===== config.mk =====
export PLATFORM = sky130hd
export DESIGN_NAME = mac_job_scheduler_flat
export DESIGN_NICKNAME = d
export VERILOG_FILES = /design/src/rtl/mac_sched_pkg.sv /design/src/rtl/mac_job_scheduler_if.sv /design/src/rtl/mac_sched_rr_arbiter.sv /design/src/rtl/mac_job_scheduler.sv /design/src/flat_wrapper.sv
export SDC_FILE = /design/constraint.sdc
export NUM_CORES = 1
export LEC_CHECK = 0
export CAP_MARGIN = 20
export CORE_MARGIN = 2
export CORE_UTILIZATION = 36
export DETAILED_ROUTE_END_ITERATION = 8
export SYNTH_ARGS = -nofsm -noshare
export SYNTH_HDL_FRONTEND = slang
export SYNTH_HIERARCHICAL = 1
export SYNTH_SLANG_ARGS = --single-unit

===== constraint.sdc =====
create_clock -name clk -period 7.9 [get_ports clk]
set_clock_uncertainty 0.2 [all_clocks]
set_input_delay 1.58 -clock clk [delete_from_list [all_inputs] [get_ports clk]]
set_output_delay 1.58 -clock clk [all_outputs]
set_load 0.02 [all_outputs]

===== src/rtl/mac_sched_pkg.sv =====
// Shared types and width helpers for the MAC job scheduler.
package mac_sched_pkg;

    typedef enum logic [1:0] {
        StIdle,
        StGrant,
        StRun,
        StDone
    } sched_state_e;

    function automatic int unsigned result_width(input int unsigned dw, input int unsigned k);
        return 2 * dw + $clog2(k);
    endfunction

    function automatic int unsigned beat_cnt_width(input int unsigned m, input int unsigned n,
                                                   input int unsigned k);
        return $clog2(m * n * k + 1);
    endfunction

endpackage


===== src/rtl/mac_job_scheduler_if.sv =====
// Requester, engine and result-SRAM signals of the MAC job scheduler.
// master: scheduler side; slave: requesters, engine and SRAM side.
interface mac_job_scheduler_if #(
    parameter int unsigned M                        = 4,
    parameter int unsigned K                        = 4,
    parameter int unsigned N                        = 4,
    parameter int unsigned NUM_REQ                  = 2,
    parameter int unsigned DATA_WIDTH_INIT_MATRIX   = 32,
    parameter int unsigned DATA_WIDTH_RESULT_MATRIX =
        mac_sched_pkg::result_width(DATA_WIDTH_INIT_MATRIX, K)
);
    logic [NUM_REQ-1:0]                  req;
    logic [NUM_REQ-1:0]                  gnt;
    logic [NUM_REQ-1:0]                  done;
    logic                                err;
    logic                                eng_do_mac;
    logic                                eng_mult_done;
    logic [2*DATA_WIDTH_INIT_MATRIX-1:0] eng_product;
    logic                                eng_mac_done;
    logic                                c_we;
    logic [$clog2(M)-1:0]                c_row_addr;
    logic [$clog2(N)-1:0]                c_col_addr;
    logic [DATA_WIDTH_RESULT_MATRIX-1:0] c_data;

    modport master (
        input  req, eng_mult_done, eng_product, eng_mac_done,
        output gnt, done, err, eng_do_mac, c_we, c_row_addr, c_col_addr, c_data
    );

    modport slave (
        output req, eng_mult_done, eng_product, eng_mac_done,
        input  gnt, done, err, eng_do_mac, c_we, c_row_addr, c_col_addr, c_data
    );
endinterface


===== src/rtl/mac_sched_rr_arbiter.sv =====
// Combinational round-robin pick: first set req bit at or after rr_ptr, cyclically.
module mac_sched_rr_arbiter #(
    parameter int unsigned NUM_REQ = 2
) (
    input  logic [NUM_REQ-1:0]         req,
    input  logic [$clog2(NUM_REQ)-1:0] rr_ptr,
    output logic [NUM_REQ-1:0]         grant,
    output logic [$clog2(NUM_REQ)-1:0] owner
);
    localparam int unsigned IW = $clog2(NUM_REQ);

    logic [IW-1:0] idx;
    logic          found;

    always_comb begin
        grant = '0;
        owner = '0;
        found = 1'b0;
        idx   = '0;
        for (int unsigned off = 0; off < NUM_REQ; off++) begin
            idx = IW'((32'(rr_ptr) + off) % NUM_REQ);
            if (!found && req[idx]) begin
                found      = 1'b1;
                grant[idx] = 1'b1;
                owner      = idx;
            end
        end
    end
endmodule


===== src/rtl/mac_job_scheduler.sv =====
// Round-robin job scheduler and C-element accumulator for the mac_stop_mult engine.
// Define MAC_SCHED_TIMEOUT_EN to add a RUN-state watchdog of TIMEOUT_CYCLES.
module mac_job_scheduler
    import mac_sched_pkg::*;
#(
    parameter int unsigned M                        = 4,
    parameter int unsigned K                        = 4,
    parameter int unsigned N                        = 4,
    parameter int unsigned NUM_REQ                  = 2,
    parameter int unsigned DATA_WIDTH_INIT_MATRIX   = 32,
    parameter int unsigned DATA_WIDTH_RESULT_MATRIX = result_width(DATA_WIDTH_INIT_MATRIX, K),
    parameter int unsigned TIMEOUT_CYCLES           = 64
) (
    input logic                  clk,
    input logic                  resetn,
    mac_job_scheduler_if.master  bus
);
    localparam int unsigned IW   = $clog2(NUM_REQ);
    localparam int unsigned RowW = $clog2(M);
    localparam int unsigned ColW = $clog2(N);
    localparam int unsigned KW   = $clog2(K);
    localparam int unsigned BW   = beat_cnt_width(M, N, K);
    localparam int unsigned RW   = DATA_WIDTH_RESULT_MATRIX;

    localparam logic [KW-1:0]   KLast      = KW'(K - 1);
    localparam logic [ColW-1:0] NLast      = ColW'(N - 1);
    localparam logic [RowW-1:0] MLast      = RowW'(M - 1);
    localparam logic [IW-1:0]   ReqLast    = IW'(NUM_REQ - 1);
    localparam logic [BW-1:0]   BeatsTotal = BW'(M * N * K);
    localparam logic [BW-1:0]   BeatMax    = {BW{1'b1}};

    sched_state_e        state_q, state_d;
    logic [IW-1:0]       owner_q, owner_d, rr_ptr_q, rr_ptr_d;
    logic [RW-1:0]       acc_q, acc_d;
    logic [KW-1:0]       k_q, k_d;
    logic [RowW-1:0]     i_q, i_d;
    logic [ColW-1:0]     j_q, j_d;
    logic [BW-1:0]       beat_q, beat_d;
    logic [NUM_REQ-1:0]  gnt_q, gnt_d, done_q, done_d;
    logic                err_q, err_d, do_mac_q, do_mac_d, c_we_q, c_we_d;
    logic [RowW-1:0]     c_row_q, c_row_d;
    logic [ColW-1:0]     c_col_q, c_col_d;
    logic [RW-1:0]       c_data_q, c_data_d;
    logic [NUM_REQ-1:0]  arb_grant;
    logic [IW-1:0]       arb_owner;
    logic [RW-1:0]       prod_ext;

`ifdef MAC_SCHED_TIMEOUT_EN
    localparam int unsigned WW         = $clog2(TIMEOUT_CYCLES + 1);
    localparam logic [WW-1:0] TimeoutVal = WW'(TIMEOUT_CYCLES);
    logic [WW-1:0] wd_q, wd_d;
`endif

    assign prod_ext = RW'(bus.eng_product);

    mac_sched_rr_arbiter #(
        .NUM_REQ(NUM_REQ)
    ) u_arb (
        .req   (bus.req),
        .rr_ptr(rr_ptr_q),
        .grant (arb_grant),
        .owner (arb_owner)
    );

    always_comb begin
        state_d  = state_q;
        owner_d  = owner_q;
        rr_ptr_d = rr_ptr_q;
        acc_d    = acc_q;
        k_d      = k_q;
        i_d      = i_q;
        j_d      = j_q;
        beat_d   = beat_q;
        gnt_d    = '0;
        done_d   = '0;
        err_d    = 1'b0;
        do_mac_d = do_mac_q;
        c_we_d   = 1'b0;
        c_row_d  = c_row_q;
        c_col_d  = c_col_q;
        c_data_d = c_data_q;
`ifdef MAC_SCHED_TIMEOUT_EN
        wd_d     = wd_q;
`endif
        case (state_q)
            StIdle: begin
                if (|bus.req) begin
                    owner_d = arb_owner;
                    gnt_d   = arb_grant;
                    state_d = StGrant;
                end
            end
            StGrant: begin
                acc_d    = '0;
                k_d      = '0;
                i_d      = '0;
                j_d      = '0;
                beat_d   = '0;
                do_mac_d = 1'b1;
                state_d  = StRun;
`ifdef MAC_SCHED_TIMEOUT_EN
                wd_d     = '0;
`endif
            end
            StRun: begin
                if (bus.eng_mult_done) begin
                    beat_d = (beat_q == BeatMax) ? beat_q : beat_q + 1'b1;
                    if (k_q == KLast) begin
                        c_we_d   = 1'b1;
                        c_data_d = acc_q + prod_ext;
                        c_row_d  = i_q;
                        c_col_d  = j_q;
                        acc_d    = '0;
                        k_d      = '0;
                        if (j_q == NLast) begin
                            j_d = '0;
                            i_d = (i_q == MLast) ? '0 : i_q + 1'b1;
                        end else begin
                            j_d = j_q + 1'b1;
                        end
                    end else begin
                        acc_d = acc_q + prod_ext;
                        k_d   = k_q + 1'b1;
                    end
                end
`ifdef MAC_SCHED_TIMEOUT_EN
                wd_d = bus.eng_mult_done ? '0 : wd_q + 1'b1;
`endif
                // err uses post-beat counts so a final beat coincident with mac_done counts.
                if (bus.eng_mac_done) begin
                    state_d         = StDone;
                    do_mac_d        = 1'b0;
                    done_d[owner_q] = 1'b1;
                    err_d           = (beat_d != BeatsTotal) || (k_d != '0);
                end
`ifdef MAC_SCHED_TIMEOUT_EN
                else if (wd_d == TimeoutVal) begin
                    state_d         = StDone;
                    do_mac_d        = 1'b0;
                    done_d[owner_q] = 1'b1;
                    err_d           = 1'b1;
                end
`endif
            end
            StDone: begin
                rr_ptr_d = (owner_q == ReqLast) ? '0 : owner_q + 1'b1;
                state_d  = StIdle;
            end
            default: state_d = StIdle;
        endcase
    end

    always_ff @(posedge clk) begin
        if (!resetn) begin
            state_q  <= StIdle;
            owner_q  <= '0;
            rr_ptr_q <= '0;
            acc_q    <= '0;
            k_q      <= '0;
            i_q      <= '0;
            j_q      <= '0;
            beat_q   <= '0;
            gnt_q    <= '0;
            done_q   <= '0;
            err_q    <= 1'b0;
            do_mac_q <= 1'b0;
            c_we_q   <= 1'b0;
            c_row_q  <= '0;
            c_col_q  <= '0;
            c_data_q <= '0;
`ifdef MAC_SCHED_TIMEOUT_EN
            wd_q     <= '0;
`endif
        end else begin
            state_q  <= state_d;
            owner_q  <= owner_d;
            rr_ptr_q <= rr_ptr_d;
            acc_q    <= acc_d;
            k_q      <= k_d;
            i_q      <= i_d;
            j_q      <= j_d;
            beat_q   <= beat_d;
            gnt_q    <= gnt_d;
            done_q   <= done_d;
            err_q    <= err_d;
            do_mac_q <= do_mac_d;
            c_we_q   <= c_we_d;
            c_row_q  <= c_row_d;
            c_col_q  <= c_col_d;
            c_data_q <= c_data_d;
`ifdef MAC_SCHED_TIMEOUT_EN
            wd_q     <= wd_d;
`endif
        end
    end

    assign bus.gnt        = gnt_q;
    assign bus.done       = done_q;
    assign bus.err        = err_q;
    assign bus.eng_do_mac = do_mac_q;
    assign bus.c_we       = c_we_q;
    assign bus.c_row_addr = c_row_q;
    assign bus.c_col_addr = c_col_q;
    assign bus.c_data     = c_data_q;
endmodule


===== src/flat_wrapper.sv =====
// flat-port wrapper written by rule: the top's interface ports become plain ports
module mac_job_scheduler_flat import mac_sched_pkg::*;
#(
    parameter int unsigned M                        = 4,
    parameter int unsigned K                        = 4,
    parameter int unsigned N                        = 4,
    parameter int unsigned NUM_REQ                  = 2,
    parameter int unsigned DATA_WIDTH_INIT_MATRIX   = 32,
    parameter int unsigned DATA_WIDTH_RESULT_MATRIX = result_width(DATA_WIDTH_INIT_MATRIX, K),
    parameter int unsigned TIMEOUT_CYCLES           = 64
)
  (clk, resetn, bus_req, bus_eng_mult_done, bus_eng_product, bus_eng_mac_done, bus_gnt, bus_done, bus_err, bus_eng_do_mac, bus_c_we, bus_c_row_addr, bus_c_col_addr, bus_c_data);
  mac_job_scheduler_if #(.M(M), .K(K), .N(N), .NUM_REQ(NUM_REQ), .DATA_WIDTH_INIT_MATRIX(DATA_WIDTH_INIT_MATRIX), .DATA_WIDTH_RESULT_MATRIX(DATA_WIDTH_RESULT_MATRIX)) bus_i ();
  input logic clk;
  input logic resetn;
  input wire logic [$bits(bus_i.req)-1:0] bus_req;
  input wire logic [$bits(bus_i.eng_mult_done)-1:0] bus_eng_mult_done;
  input wire logic [$bits(bus_i.eng_product)-1:0] bus_eng_product;
  input wire logic [$bits(bus_i.eng_mac_done)-1:0] bus_eng_mac_done;
  output wire logic [$bits(bus_i.gnt)-1:0] bus_gnt;
  output wire logic [$bits(bus_i.done)-1:0] bus_done;
  output wire logic [$bits(bus_i.err)-1:0] bus_err;
  output wire logic [$bits(bus_i.eng_do_mac)-1:0] bus_eng_do_mac;
  output wire logic [$bits(bus_i.c_we)-1:0] bus_c_we;
  output wire logic [$bits(bus_i.c_row_addr)-1:0] bus_c_row_addr;
  output wire logic [$bits(bus_i.c_col_addr)-1:0] bus_c_col_addr;
  output wire logic [$bits(bus_i.c_data)-1:0] bus_c_data;
  assign bus_i.req = bus_req;
  assign bus_i.eng_mult_done = bus_eng_mult_done;
  assign bus_i.eng_product = bus_eng_product;
  assign bus_i.eng_mac_done = bus_eng_mac_done;
  assign bus_gnt = bus_i.gnt;
  assign bus_done = bus_i.done;
  assign bus_err = bus_i.err;
  assign bus_eng_do_mac = bus_i.eng_do_mac;
  assign bus_c_we = bus_i.c_we;
  assign bus_c_row_addr = bus_i.c_row_addr;
  assign bus_c_col_addr = bus_i.c_col_addr;
  assign bus_c_data = bus_i.c_data;
  mac_job_scheduler #(.M(M), .K(K), .N(N), .NUM_REQ(NUM_REQ), .DATA_WIDTH_INIT_MATRIX(DATA_WIDTH_INIT_MATRIX), .DATA_WIDTH_RESULT_MATRIX(DATA_WIDTH_RESULT_MATRIX), .TIMEOUT_CYCLES(TIMEOUT_CYCLES)) u_core (.clk(clk), .resetn(resetn), .bus(bus_i));
endmodule

==> Word level (Yosys, flattened, before mapping) <==
Index checks and enable logic that the tools add are counted.
W data, S select, Z words.
{ "totals": {"register_bits": 160, "inputBits": 70, "output_inout_bits": 77} }
{ "op_classes": {"n_reduce_logical": 20, "n_eq_ne": 13, "muxes": 42, "bitwise": 1, "add_sub_neg": 7, "order_cmp": 6} }
{ "ops": {"columns": ["operator", "count"], "rows": [
  ["$mux W66", 2],
  ["$pmux W66 S2", 1],
  ["$add A66 B64 Y66", 1],
  ["$mux W2", 14],
  ["$mux W7", 3],
  ["$reduce_and A3 Y1", 5],
  ["$pmux W7 S2", 1],
  ["$mux W1", 13],
  ["$pmux W2 S2", 3],
  ["$eq A2 B2 Y1 const B", 5],
  ["$pmux W2 S4", 1],
  ["$reduce_and A2 Y1", 4],
  ["$add A7 B1 Y7 const B", 1],
  ["$eq A7 B7 Y1 const B", 1],
  ["$ne A7 B7 Y1 const B", 1],
  ["$add A2 B1 Y2 const B", 3],
  ["$lt A1 B2 Y1 const B", 3],
  ["$ne A2 B1 Y1 const B", 3],
  ["$logic_and A1 B1 Y1", 4],
  ["$ne A2 B2 Y1 const B", 2],
  ["$reduce_and A4 Y1", 1],
  ["$reduce_bool A2 Y1", 2],
  ["$demux W1 S1", 3],
  ["$ge A1 B1 Y1 const B", 3],
  ["other kinds (8)", 9]
]} }

==> Longest topological paths before layout <==
{ "logic_depth": {"word_depth": 7, "ltp_mapped": 12} }

==> Hierarchy <==
The synthesis kept the hierarchy.
{ "modules_own_cells": {"columns": ["mod", "cells_each", "instances", "area_per_inst_um2", "seq_area_each_um2"], "rows": [
  ["mac_job_scheduler", 1242, 1, 9739.3, 3203.1],
  ["mac_sched_rr_arbiter", 4, 1, 30.0, 0.0]
]} }

==> Worst setup path before layout <==
Ideal clock, no wire load.
{ "synth_timing": {"path_type": "input to register", "start": "in bus_eng_product[0]", "end": "reg u_core.acc_q[60]", "t_arrival_ns": 4.239, "stages": 12, "n_path_buf": 0, "required_ns": 7.583, "setup_ns": 0.117, "slack_ns": 3.344, "path_cell_list": "ha_1 > fa_1 > a21o_1 > a21oi_1 > o21a_1 > o21ai_0 > a211o_1 > nor4b_2 > o21ai_2 > a211oi_1 > or3_1 > a32o_1"} }
{ "synth_via": {"elab_chain_len": 4} }
{ "synth_rtl": {"columns": ["element", "line", "source"], "rows": [
  ["start, declared", "flat_wrapper.sv:18", "input wire logic [$bits(bus_i.eng_product)-1:0] bus_eng_product;"],
  ["$add A66 B64 Y66", "mac_job_scheduler.sv:122", "acc_d = acc_q + prod_ext;"],
  ["$mux W66", "mac_job_scheduler.sv:108", "if (k_q == KLast) begin"],
  ["$mux W66", "mac_job_scheduler.sv:106", "if (bus.eng_mult_done) begin"],
  ["$pmux W66 S2", "mac_job_scheduler.sv:85", "case (state_q)"],
  ["end signal, assigned", "mac_job_scheduler.sv:158", "acc_q <= '0;"],
  ["end signal, assigned", "mac_job_scheduler.sv:178", "acc_q <= acc_d;"],
  ["end, declared", "mac_job_scheduler.sv:34", "logic [RW-1:0] acc_q, acc_d;"]
]} }
No other way between the ends. The select of a mux whose other input is x is not followed.
A chain may end at the register's enable or synchronous reset.

==> Worst setup path in the final report <==
Same ends and word-level chain as after synthesis.

==> metrics <==
CP endpoint kind=flip-flop; Mapped Cells=1246; crit path kind=input port to flip-flop; Inst Count DP=1664; EDFF count, synth=0; Synth top area share=between 30 and 40%; Root Buffer Master=clkbuf_16; most used standard cell by instance count after synthesis=nand2_1; final core utilization=44.73%; status=complete, no violations; drt first pass iters=5; Clock transition at path regs=0.07 ns; CTS buffer count=17; pin count of the biggest net entering global routing=between 50 and 60; RePlAce Congestion=0.8902; Via density=5.601; Post-Synthesis Net Count=1389; relative slew slack=41.03%; Mapped Area=~9800 um2; Worst Hold Class=flip-flop to flip-flop; ANT nets after route=0; GRT overflow=0; Die X=168.7 um; CTS tree=done; # fillers=2692; # Post-CTS Setup Buffers=0; DR WL/cell=17.43 um; pwr dens=200.1 nW/um2; Async S/R FF share, synth=0%; most frequent cells after synthesis=nand2_1 (166), dfxtp_1 (160), a21oi_1 (139), nor2_1 (97), ha_1 (72); initial DRC count=643; Num Clock Sinks=160; Setup crit start kind=input port; clk buf depth=2; via count=9500; register area share after synthesis=32.79%; Avg Inst Size Synth=7.841 um2; synth warn=6; static leakage=4.727 nW; final hold violation count=0; worst path arrival time=5.14 ns; VDD IR-drop max=97.76 uV; die height=168.7 um; cts repair resizes=0; Multi-input gate area=between 6000 and 7000 um2; Core Area=around 27000 um2; Max Slew Vio Count=0; Initial Util=36.45%; antenna fix cells=0; Overall Power=approximately 2.4 mW; Final WS setup=roughly 2.9 ns; Area Growth Syn to Fin=22.72%; area leader, netlist=dfxtp_1; DRC errors left=0; worst slew pin tran=a little under 0.9 ns; vias in the first global route=9156; H-tree lvl count=4; sequential cell area=3203 um2; Maximum Capacitance Violations=0; cts hold-fix bufs=0; dpl hpwl=21030 um; Synth Register Bits=160; Critical Path RT=approximately 8.0 ns; RSZ-0062 raised after global routing=false; ratio of cells with drive above 1 in the final layout=5.092%; Total GRT Usage=20.72%; Final Non-Filler Cells=1696; setup tns final=0 ns; PortBufs=146; number of antenna violations at the first check in global routing=0; final setup fails=0; fin crit share=63.54%; top post-synthesis cells by area=dfxtp_1 (33%), ha_1 (9.2%), a21oi_1 (7.1%); Rows=60; synth unique cells=75; FMAX=0.1992 GHz; critical path fanouts, max=5; first-pass GRT wire length=between 40000 and 50000 um; full die area=28470 um2; Top FF cell, synth=dfxtp_1; worst skew pair latency=0.43 ns; final wirelength=29560 um; # IOs=147; post-layout minimum cycle time=5.020 ns; dpl ws=between 2 and 2.5 ns; Nets=1485
## per-layer routing
metal | vias up | share of wire [%] | wire, um | global-route usage (%)
met1 | 4461 | 48 | 14070 | 28.08
met5 | - | 0 | 0 | 0
li1 | 4707 | - | - | -
met4 | 0 | 2.4 | 716 | 7.084
met2 | 285 | 45 | 13430 | 33.54
met3 | 47 | 4.5 | 1345 | 3.320
## area by class of cell
class / instances / area share [%]
Clock buffer: 18 / 3.580
Sequential cell: 160 / 26.72
Clock inverter: 14 / 0.8975
Multi-Input combinational cell: 978 / 51.58
Tap cell: 341 / 3.559
Timing Repair Buffer: 154 / 12.69
Inverter: 31 / 0.9810
## cell families (layout without fill, tap and decap cells)
logic type	Yosys count	count (layout)	share of synthesized area, %
AND/OR/NAND/NOR	424	424	20.02
AO/OA/AOI/OAI	420	420	27.91
flip-flops	160	160	32.79
buffers and inverters	108	217	4.290
adder cells (fa/ha/maj)	73	73	9.426
XOR/XNOR	55	55	4.931
multiplexers	6	6	0.6404
## critical path: stages
cell and delay (ns):
clkdlybuf4s50_1 0.40, ha_1 0.25, fa_1 0.41, a21o_1 0.19
a21oi_1 0.30, o21a_1 0.18, o21ai_0 0.18, a211o_1 0.39
nor4b_2 0.21, o21ai_2 0.28, a211oi_1 0.17, or3_1 0.33
a32o_1 0.26
## through the flow
step	hold WS, ns	area (um2)
global route	0.2701	11990
detailed placement	0.2470	11450
floorplan	0.2135	9769
finish	0.2523	11990
CTS	0.2563	11990
global placement	0.2317	11450
## power by group
part	switching [mW]	internal, mW
combinational	0.480	0.267
sequential	0.0284	0.852
clock	0.366	0.407
## cells in the final DEF (no fill, tap or decap), drive strengths merged, types with 32 or more instances in the layout
cell / count
nor2: 97
dfxtp: 160
ha: 72
xnor2: 34
a21o: 45
nand2: 166
nand3: 47
inv: 34
a21oi: 140
a22oi: 32
clkdlybuf4s50: 146
o21ai: 77
## final timing paths
| check | start | to | slack (ns) | cells after the start |
|---|---|---|---|---|
| worst max-delay path | bus_eng_product[0] | u_core/acc_q[60] | 2.88 | 13 |
| worst min-delay path | u_core/bus.c_data[41] | u_core/bus.c_data[41] | 0.25 | 2 |
| worst max register to register | u_core/acc_q[0] | u_core/acc_q[60] | 4.15 | 12 |
| worst min register to register | u_core/bus.c_data[41] | u_core/bus.c_data[41] | 0.25 | 2 |
Note: power is estimated with default switching activity, not from simulation.
